==> src/rtl/delay_buffer_if.sv <==
// Data-path bundle for delay_buffer: the vector going in and its delayed copy.
// The master drives data_in and observes data_out; the slave is the delay line.
interface delay_buffer_if #(
    parameter int DATA_WIDTH = 8
);
    logic [DATA_WIDTH-1:0] data_in;
    logic [DATA_WIDTH-1:0] data_out;

    modport master (output data_in, input data_out);
    modport slave  (input data_in, output data_out);
endinterface

==> src/rtl/delay_buffer.sv <==
// Fixed-latency delay line: data_in reappears on data_out DELAY_CYCLE rising
// edges later. Used to add virtual latency to the bundled APB response
// vector {read data, ready, slverr}; every bit is carried identically.
// DELAY_CYCLE = 0 collapses to a wire and leaves clk/rst_n unused.
// rst_n is active-high despite its name: 1 clears every stage immediately.
module delay_buffer #(
    parameter int DATA_WIDTH  = 8,
    parameter int DELAY_CYCLE = 1
) (
    input  logic          clk,
    input  logic          rst_n,
    delay_buffer_if.slave bus
);

    generate
        if (DELAY_CYCLE == 0) begin : g_bypass
            // Zero latency: the output is the input, no state at all.
            assign bus.data_out = bus.data_in;

            // clk and rst_n have no job in the bypass build.
            logic unused_clk_rst;
            assign unused_clk_rst = clk ^ rst_n;
        end else begin : g_pipe
            // stage_d[k] is what stage k captures on the next edge.
            logic [DELAY_CYCLE-1:0][DATA_WIDTH-1:0] stage_d;
            logic [DELAY_CYCLE-1:0][DATA_WIDTH-1:0] stage_q;

            // Stage 0 loads the incoming word; later stages load their predecessor.
            assign stage_d[0] = bus.data_in;
            for (genvar k = 1; k < DELAY_CYCLE; k++) begin : g_link
                assign stage_d[k] = stage_q[k-1];
            end

            // Shift the whole chain one stage per edge; reset empties it at once.
            always_ff @(posedge clk or posedge rst_n) begin
                if (rst_n) begin
                    // NOTE: this chain is a bank of flops, not a RAM, so every
                    // stage gets a reset value; in-flight words are dropped and
                    // no X can leak out after reset.
                    stage_q <= '0;
                end else begin
                    // NOTE: non-blocking so every stage samples its predecessor's
                    // old value; blocking would let a word fall through the chain
                    // in a single edge.
                    stage_q <= stage_d;
                end
            end

            // Output comes straight from the last register, no logic after it.
            assign bus.data_out = stage_q[DELAY_CYCLE-1];
        end
    endgenerate

endmodule

==> src/flat_wrapper.sv <==
// flat-port wrapper written by rule: the top's interface ports become plain ports
module delay_buffer_flat 
#(
    parameter int DATA_WIDTH  = 8,
    parameter int DELAY_CYCLE = 1
)
  (clk, rst_n, bus_data_in, bus_data_out);
  delay_buffer_if #(.DATA_WIDTH(DATA_WIDTH)) bus_i ();
  input  logic clk;
  input  logic rst_n;
  input wire logic [$bits(bus_i.data_in)-1:0] bus_data_in;
  output wire logic [$bits(bus_i.data_out)-1:0] bus_data_out;
  assign bus_i.data_in = bus_data_in;
  assign bus_data_out = bus_i.data_out;
  delay_buffer #(.DATA_WIDTH(DATA_WIDTH), .DELAY_CYCLE(DELAY_CYCLE)) u_core (.clk(clk), .rst_n(rst_n), .bus(bus_i));
endmodule
==> config.mk <==
export PLATFORM = sky130hd
export DESIGN_NAME = delay_buffer_flat
export DESIGN_NICKNAME = d
export VERILOG_FILES = /design/src/rtl/delay_buffer_if.sv /design/src/rtl/delay_buffer.sv /design/src/flat_wrapper.sv
export SDC_FILE = /design/constraint.sdc
export NUM_CORES = 1
export LEC_CHECK = 0
export BUFFER_PORTS_ARGS = -buffer_cell sky130_fd_sc_hd__buf_2
export CAP_MARGIN = 0
export CORE_AREA = 2 2 39 41
export CTS_BUF_LIST = sky130_fd_sc_hd__clkbuf_2 sky130_fd_sc_hd__clkbuf_4 sky130_fd_sc_hd__clkbuf_8
export CTS_CLUSTER_DIAMETER = 120
export CTS_CLUSTER_SIZE = 12
export DETAILED_ROUTE_END_ITERATION = 8
export DIE_AREA = 0 0 41 43
export HOLD_SLACK_MARGIN = 0.02
export SETUP_SLACK_MARGIN = 0.5
export SYNTH_ARGS = -nofsm -noshare
export SYNTH_HDL_FRONTEND = slang
export SYNTH_SLANG_ARGS = --single-unit
==> constraint.sdc <==
create_clock -name clk -period 0.8 [get_ports clk]
set_input_delay 0.08 -clock clk [delete_from_list [all_inputs] [get_ports clk]]
set_output_delay 0.08 -clock clk [all_outputs]
set_load 0.02 [all_outputs]
== After elaboration in Yosys (flattened, before gate mapping) ==
Index checks and enable logic that the tools add are counted.
W data, S select, Z words.
Storage, ports and cells
  flip-flop bits (word level): 8
  bits in latches: 0
  bits in writable memories: 0
  memory bits (read-only): 0
  input port bits: 10
  output and inout port bits: 8
  word-level logic and storage cells: 1
  memories: 0
Operators by class
  $add $sub $neg: 0
  multipliers: 0
  div/mod/pow operators: 0
  magnitude comparators: 0
  eq/ne operators: 0
  shift operators: 0
  multiplexer cells: 0
  bitwise gates (word level): 0
  reduce and logical (&&, ||, !) cells: 0

== Longest topological paths before layout ==
  word-level depth: 0
  depth in mapped cells: 1
  mapped depth without buffers: 1

== Least setup slack after synthesis ==
Ideal clock, no wire load.
  kind: register to output
  from: register u_core.g_pipe.stage_q, in the netlist u_core.bus.data_out[0]
  to: output port bus_data_out[0]
  data arrival time: 0.416 ns
  data required time: 0.720 ns
  path slack: 0.304 ns
  stages on the path, launching flop included: 1
  buffers on the path: 0
  cells stage by stage: dfrtp_1
RTL lines
  start: declaration: line delay_buffer.sv:26  | logic [DELAY_CYCLE-1:0][DATA_WIDTH-1:0] stage_q;
  start signal: assignment: line delay_buffer.sv:45  | stage_q <= stage_d;
  end: declaration: line flat_wrapper.sv:12  | output wire logic [$bits(bus_i.data_out)-1:0] bus_data_out;
No word-level cell between the ends.

== Final worst setup path ==
  from: register u_core.g_pipe.stage_q, in the netlist u_core.bus.data_out[3]
  to: output port bus_data_out[3]
No word-level cell between the ends.

==> impl_metrics.tcl <==
set metrics [dict create \
    status "finished, violations left" \
    violations "hold timing, setup timing" \
    ys_seq_elements 8 \
    post_dp_cell_area_um2 309 \
    drt_iter0_markers 0 \
    grt_pass1_vias 134 \
    cp_top_family "flip-flops" \
    clk_pin_slew_worst_paths_ns 0.05 \
    yosysSeqAreaShare 0.982 \
    row_count 14 \
    period_share 1.07 \
    synthArstFlopShare 1.00 \
    cts_buffers 3 \
    crit_fanout 1 \
    max_freq_ghz 1.17 \
    switching_power_uw 185 \
    critPathLaunchType "flip-flop" \
    holdWs_ns -0.245 \
    yosysTopAreaCell "dfrtp_1" \
    multiInputGateArea_um2 0 \
    p_per_area_nw_per_um2 2190 \
    cts_tree "done" \
    grt_max_degree 9 \
    synthesis.area_um2 204 \
    hp-class "in2async" \
    relSlewSlack 0.813 \
    antenna_cells 0 \
    vias 131 \
    p_comb_frac 0.121 \
    slowest_delay_ns 0.39 \
    setup_violations 8 \
    synthCells 9 \
    synthesis.nets 19 \
    drv_cap 0 \
    drc_errors 0 \
    routedWlPerCell_um 9.98 \
    avgSynthCellArea_um2 22.7 \
    synthTopCellsByCount "dfrtp_1 (8), inv_1 (1)" \
    area_growth_pct 87.1 \
    cts_root_buf "clkbuf_4" \
    io_pins 18 \
    critPathRequiredTime_ns 0.72 \
    fin_ws_ns -0.0526 \
    final_max_slew_viol_count 0 \
    final_design_area_no_fill_um2 382 \
    grt_pass1_wl_um 648 \
    arrival_ns 0.77 \
    place.gp.congestion 0.641 \
    wl_um 449 \
    crit_chain "buf_6" \
    pwr-share-clk 0.357 \
    p_leak_uw 0.000196 \
    ant_nets 0 \
    core_um2 1380 \
    intPower_uw 651 \
    viasPerCell 2.91 \
    tightest_slew_ns 0.280 \
    worstPathBufferInverterCount 1 \
    seqCellArea_um2 200 \
    seqPwrFrac 0.522 \
    drtPass1Iterations 1 \
    worst_path_max_delay_cell "dfrtp_1" \
    largest_reg_flops 8 \
    start_util 0.147 \
    rsz0062_at_grt "yes" \
    cts_max_level 1 \
    fin_crit_ns 0.853 \
    grt_overflow_total 0 \
    yosysMostFrequentCell "dfrtp_1" \
    finalNetCount 41 \
    cts.sinks 8 \
    utilization 0.276 \
    yosys.cell_types.count 2 \
    crit_type "reg2out" \
    multi_input_gates 0 \
    synth_area_leaders "dfrtp_1 (98%), inv_1 (1.8%)" \
    antenna_found_initial 0 \
    clockBufferDepth 2 \
    die_x_um 41 \
    ir_drop_v 0.000615 \
    yosysWarnings 0 \
    swShare 0.221 \
    hold_violations 16 \
    drive_gt1_frac 0.690 \
    fillers 143 \
    dieArea_um2 1760 \
    synth_edf_count 0 \
    end_kind "output pin" \
    ys.flop_type "dfrtp_1" \
    synth_top_area_frac 0.982 \
    port-buffer-count 17 \
    post-cts-setup-buffers 0 \
    grtUsageTotal 0.0670 \
    die-height_um 43 \
]
-- cell type report --
type,instances,share of cell area
Tap cell,16,0.0525
Timing Repair Buffer,17,0.354
Sequential cell,8,0.525
Clock buffer,3,0.0590
Inverter,1,0.00984
-- path summary, 6_finish.rpt --
kind | cells past startpoint | start | to | slack [ns]
max | 1 | u_core.bus.data_out[3] | bus_data_out[3] | -0.05
min | 2 | rst_n | u_core.bus.data_out[1] | -0.25
max in group asynchronous | 2 | rst_n | u_core.bus.data_out[6] | 0.83
min in group clk | 1 | bus_data_in[6] | u_core.bus.data_out[6] | -0.06
-- placed cells by master, fill, tap and decap left out, drive strengths merged --
master	n
buf	17
clkbuf	3
inv	1
dfrtp	8
-- power groups by stage --
stage	Sequential [µW]	Clock [µW]	Combinational, µW
finish	436	298	101
global route	437	323	110
CTS	436	313	102
detailed placement	438	0	78.7
global placement	437	0	77.9
floorplan	465	0	6.31
-- repair_timing --
action                                  CTS  global route
pin swaps                                 0             0
endpoints found under the setup margin    8             8
hold endpoints to repair                 16            16
gates resized for setup                  16             0
-- per-stage QoR --
step	setup TNS, ns	std cells	total power (µW)	worst slack (ns)
5_1_grt	-0.404	45	870	-0.0713
3_3_place_gp	0	42	515	0.222
2_1_floorplan	0	9	472	0.304
3_5_place_dp	0	42	516	0.204
6_report	-0.219	45	835	-0.0526
4_1_cts	-0.322	45	852	-0.0629
-- logic make-up (layout without fill, tap and decap cells) --
group	count (synthesis)	after routing	share of synthesized area
DFF	8	8	0.982
buffers and inverters	1	21	0.0184
-- per-layer routing --
layer / routed length (µm) / vias up / global-route usage
met3: 86 / 0 / 0.0524
met2: 116 / 18 / 0.0469
met1: 247 / 47 / 0.0967
met5: 0 / - / 0
met4: 0 / 0 / 0.0800
li1: - / 66 / -
Power figures use the tool's default switching activity.
